--- src/rtl/hazard_stall_ctrl.sv ---
// Hazard and stall controller for the 5-stage MIPS pipeline: load-use and branch-operand
// stalls, taken-branch/jump flushes, a counted multi-cycle EX freeze, and saturating stall/flush counters.
module hazard_stall_ctrl #(
  parameter int MC_LATENCY = 4
) (
  input  logic        clk,
  input  logic        reset,
  input  logic [31:0] instr_id,
  input  logic        id_ex_mem_read,
  input  logic        id_ex_reg_write,
  input  logic [4:0]  id_ex_write_reg,
  input  logic        ex_mem_mem_read,
  input  logic [4:0]  ex_mem_write_reg,
  input  logic        branch_taken_id,
  input  logic        jump_id,
  input  logic        ex_mc_start,
  output logic        pc_enable,
  output logic        if_id_enable,
  output logic        id_ex_enable,
  output logic        id_ex_bubble,
  output logic        if_id_flush,
  output logic        mc_busy,
  output logic [15:0] stall_count,
  output logic [15:0] flush_count
);

  typedef enum logic {RUN = 1'b0, MC_BUSY = 1'b1} state_t;

  localparam logic [3:0] MC_LOAD = 4'(MC_LATENCY - 1);

  state_t     state;
  logic [3:0] mc_cnt;

  logic [5:0] opcode;
  logic [4:0] rs;
  logic [4:0] rt;
  logic       uses_rs;
  logic       uses_rt;
  logic       is_branch;
  logic       rs_hit_ex, rt_hit_ex, rs_hit_mem, rt_hit_mem;
  logic       load_use;
  logic       br_dep;
  logic       hz_stall;
  logic       unused_instr_bits;

  assign opcode            = instr_id[31:26];
  assign rs                = instr_id[25:21];
  assign rt                = instr_id[20:16];
  assign unused_instr_bits = ^instr_id[15:0];

  assign uses_rs   = (opcode != 6'h02) && (opcode != 6'h03);
  assign uses_rt   = (opcode == 6'h00) || (opcode == 6'h04) ||
                     (opcode == 6'h05) || (opcode == 6'h2B);
  assign is_branch = (opcode == 6'h04) || (opcode == 6'h05);

  // Register $0 is hardwired to zero, so it never creates a dependency.
  assign rs_hit_ex  = uses_rs && (rs != 5'd0) && (rs == id_ex_write_reg);
  assign rt_hit_ex  = uses_rt && (rt != 5'd0) && (rt == id_ex_write_reg);
  assign rs_hit_mem = uses_rs && (rs != 5'd0) && (rs == ex_mem_write_reg);
  assign rt_hit_mem = uses_rt && (rt != 5'd0) && (rt == ex_mem_write_reg);

  assign load_use = id_ex_mem_read && (rs_hit_ex || rt_hit_ex);
  assign br_dep   = is_branch &&
                    ((id_ex_reg_write && (rs_hit_ex || rt_hit_ex)) ||
                     (ex_mem_mem_read && (rs_hit_mem || rt_hit_mem)));
  assign hz_stall = load_use || br_dep;

  assign mc_busy = (state == MC_BUSY);

  always_comb begin
    pc_enable    = 1'b1;
    if_id_enable = 1'b1;
    id_ex_enable = 1'b1;
    id_ex_bubble = 1'b0;
    if_id_flush  = 1'b0;
    if (reset) begin
      if (state == MC_BUSY) begin
        pc_enable    = 1'b0;
        if_id_enable = 1'b0;
        id_ex_enable = 1'b0;
      end else if (hz_stall) begin
        // A stall outranks a flush: the branch/jump is re-evaluated once operands are ready.
        pc_enable    = 1'b0;
        if_id_enable = 1'b0;
        id_ex_bubble = 1'b1;
      end else if (branch_taken_id || jump_id) begin
        if_id_flush  = 1'b1;
      end
    end
  end

  always_ff @(negedge clk or negedge reset) begin
    if (!reset) begin
      state       <= RUN;
      mc_cnt      <= 4'd0;
      stall_count <= 16'd0;
      flush_count <= 16'd0;
    end else begin
      case (state)
        RUN: begin
          if (ex_mc_start) begin
            state  <= MC_BUSY;
            mc_cnt <= MC_LOAD;
          end
        end
        MC_BUSY: begin
          if (mc_cnt == 4'd1) begin
            state  <= RUN;
            mc_cnt <= 4'd0;
          end else begin
            mc_cnt <= mc_cnt - 4'd1;
          end
        end
        default: begin
          state  <= RUN;
          mc_cnt <= 4'd0;
        end
      endcase
      if (!pc_enable && (stall_count != 16'hFFFF))
        stall_count <= stall_count + 16'd1;
      if (if_id_flush && (flush_count != 16'hFFFF))
        flush_count <= flush_count + 16'd1;
    end
  end

endmodule

--- config.mk ---
export PLATFORM = sky130hd
export DESIGN_NAME = hazard_stall_ctrl
export DESIGN_NICKNAME = d
export VERILOG_FILES = /design/src/rtl/hazard_stall_ctrl.sv
export SDC_FILE = /design/constraint.sdc
export NUM_CORES = 1
export LEC_CHECK = 0
export ABC_AREA = 1
export CAP_MARGIN = 20
export CORE_ASPECT_RATIO = 2
export CORE_MARGIN = 5
export CORE_UTILIZATION = 30
export CTS_BUF_LIST = sky130_fd_sc_hd__clkbuf_8
export DETAILED_ROUTE_END_ITERATION = 7
export PLACE_DENSITY = 0.69
export SYNTH_ARGS = -nofsm -noshare
export SYNTH_HDL_FRONTEND = slang
export SYNTH_SLANG_ARGS = --single-unit
export TNS_END_PERCENT = 5
--- constraint.sdc ---
create_clock -name clk -period 1.7 [get_ports clk]
set_input_delay 0.34 -clock clk [delete_from_list [all_inputs] [get_ports clk]]
set_output_delay 0.34 -clock clk [all_outputs]
set_load 0.01 [all_outputs]
==> impl_metrics.csv <==
group,metric,value,unit
routing,post_drt_wl_per_cell,13.4,um
yosys,syn_area_per_cell,7.11,um^2
placement,dpl.hpwl,6420,um
placement,port_buffers,71,
yosys,ys_seq_area_share,34.4,%
yosys,synth_top_flop_cell,"dfrtn_1",
routing,dr.pass1.iters,7,
sta,hold_viol,0,
layout,final_layout_size_suffix_gt1_share,40.3,%
yosys,synth_nets,432,
sta,tightest_slew,366,ps
pwr,p_leak,2.17,nW
sta,finalSetupViolations,70,
clock_tree,clockBufferDepth,2,
routing,drcViolationCount,0,
layout,final-instance-count-excl-fill,625,
floorplanning,core_area,8890,um^2
layout,num_antenna_cells,0,
sta,setup_tns,-37380,ps
critical_path,cp_cell_sequence,"buf_6 -> inv_4 -> nand3_4 -> buf_6 -> nand2_4 -> buf_6",
clock_tree,clk_latency,290,ps
clock_tree,cts_hold_buf,0,
routing,ant_nets,0,
critical_path,crit_type,"register to output pin",
yosys,synthDominantAreaCellType,"dfrtn_1",
pwr,seq_power_share,29.2,%
routing,wl,8400,um
pwr,p_int,2.53,mW
outcome,status,"finished, violations left",
flow_run,drv_cap,0,
critical_path,cp.arrival,2170,ps
yosys,synth_warnings,0,
global_routing,grt.overflow.total,0,
routing,via_per_inst,4.75,
floorplanning,start_util,30.2,%
sta,slew_violations,0,
routing,dr.first_iter.drc_count,159,
yosys,synth_area_leaders,"dfrtn_1 34%, nand2_1 16%, xnor2_1 9.1%, inv_1 6.8%, nand4_1 4.9%",
yosys,synth_top_area_share,34.4,%
yosys,synth_commonest_cells,"115 x nand2_1, 49 x inv_1, 37 x dfrtn_1",
floorplanning,io_pins,88,
yosys,synth-edff-count,0,
floorplanning,die-width,76.9,um
clock_tree,clock-root-buffer,"clkbuf_8",
critical_path,slowest_delay,460,ps
critical_path,crit_top_cell,"buf_6",
critical_path,crit_path_top_delay_cell,"dfrtn_1",
critical_path,cp_top_family,"flip-flops",
sta,skew,7.78,ps
layout,syn2layout_area_growth,61.0,%
pwr,combPwrFrac,50.0,%
yosys,syn_inst,378,
hold_path,hold_class,"register to register",
floorplanning,die_h,144,um
pwr,p_sw_share,34.7,%
global_routing,track_usage,15.2,%
clock_tree,tritoncts,"built",
pwr,power_switching,1.35,mW
global_routing,grt_pass1_wl,13900,um
layout,post-route-util,48.7,%
yosys,ys_seq_elements,37,
pwr,p_total,3.88,mW
critical_path,startpoint,"mc_busy",
critical_path,endpoint_kind,"output pin",
hold_path,hp-start,"stall_count[4]",
pwr,powerDensity,897,nW/um^2
sta,setup_slack,-815,ps
clock_tree,htreeDepth,2,
global_routing,grt_pass1_vias,3110,
critical_path,critical_path_required,1360,ps
clock_tree,numCtsBuffers,5,
global_routing,grt_max_degree,38,
floorplanning,die_area,11100,um^2
sta,rsz0062_at_grt,"yes",
layout,nets,576,
yosys,yosysMostFrequentCell,"nand2_1",
clock_tree,cts.reportedPaths.clkPinSlew,60,ps
critical_path,critPathBufInv,4,
critical_path,critical_path.max_fanout,5,
floorplanning,num_rows,49,
routing,dr_total_vias,2969,
critical_path,r2r_start,"flush_count[0]",
yosys,ys_async_sr_fraction,100,%
yosys,syn-cell-area,2690,um^2
layout,fill_cells,871,
pwr,ir_worst_vdd,0.000562,V
clock_tree,cts_sinks,37,
pwr,clkPwrFrac,20.8,%
placement,place.gp.congestion,0.991,
placement,place_inst,602,
yosys,yosysUniqueCellTypes,30,
global_routing,antenna_found_initial,0,
critical_path,start_kind,"register",
sta,slew_headroom,75.4,%
outcome,violations,"setup timing",
worst min-delay path, delay by kind of cell, from the launching register on:
kind | cells | cell delay (ps)
and+or+nand+nor | 2 | 100
DFF | 1 | 400
buffers and inverters | 1 | 130
stage by stage:
stage               hold WS [ps]  setup slack (ps)  cell area [um^2]
floorplan                    485              -715              2720
global placement             516             -1340              3980
detailed placement           542             -1390              3980
CTS                          542              -839              4080
global route                 573              -919              4330
finish                       536              -815              4330
cells by family (layout without fill, tap and decap cells):
group	count (synthesis)	after routing	share of synthesized area, %
AO/OA/AOI/OAI	22	22	4.37
XOR/XNOR	43	43	14.0
adder cells (fa/ha/maj)	4	4	1.86
buffers and inverters	60	204	9.07
flip-flops	37	37	34.4
AND/OR/NAND/NOR	212	213	36.2
area by class of cell:
cell class	count	area (um^2)	share of cell area [%]
Clock inverter	2	37.5	0.867
Clock buffer	6	82.6	1.91
Timing Repair Buffer	145	1230	28.3
Sequential cell	37	926	21.4
Inverter	51	199	4.60
Multi-Input combinational cell	282	1730	40.0
Tap cell	102	128	2.95
sequential cells by signal (all words and copies together), names as in the netlist:
signal and count:
flush_count 16, mc_busy 1, mc_cnt 4, stall_count 16
final timing paths:
check,to,slack (ps),cells after the start
min reg2reg,stall_count[4],540,3
max in group asynchronous,flush_count[6],110,4
max reg2reg,flush_count[6],-240,10
min in group asynchronous,stall_count[0],970,3
max,if_id_enable,-810,6
min,stall_count[4],540,3
timing repair:
item	CTS	global route
pin swaps	27	53
endpoints found under the setup margin	74	70
setup buffers	7	6
cloned	2	0
resized for setup	255	111
cell usage in the layout, fill, tap and decap left out, types with 3 or more instances in the layout:
cell type / netlist / routed
nand2_1: 115 / 102
buf_4: 1 / 67
inv_1: 49 / 38
dfrtn_1: 37 / 37
buf_6: 1 / 32
buf_2: 6 / 29
nor2_1: 28 / 22
nand4_1: 21 / 21
xnor2_1: 28 / 20
nand3_1: 24 / 15
xor2_1: 15 / 15
nand2_2: 2 / 13
inv_2: 2 / 11
nand3_2: 1 / 10
o21ai_1: 6 / 8
o21ai_0: 10 / 8
xnor2_2: 0 / 7
nor2_2: 3 / 7
nor3_1: 8 / 6
clkbuf_8: 0 / 6
clkdlybuf4s50_1: 0 / 5
nor3_2: 2 / 4
ha_1: 4 / 4
nand3_4: 2 / 3
buf_8: 0 / 3
clkbuf_2: 0 / 3
buf_12: 0 / 3
power groups by stage:
stage / logic, mW / registers, mW / clock network, mW
detailed placement: 1.62 / 1.14 / 0
floorplan: 0.673 / 1.26 / 0
CTS: 1.80 / 1.13 / 0.844
global placement: 1.57 / 1.14 / 0
finish: 1.94 / 1.13 / 0.807
global route: 2.13 / 1.16 / 0.877
routing by layer:
layer  global-route usage (%)  up-vias  wire length (um)
met2                     30.5       72              4850
met1                     14.6     1373              2910
met4                     5.62        0               252
met5                        0        -                 0
li1                         -     1506                 -
met3                     3.39       18               390
Note: power is estimated with default switching activity, not from simulation.
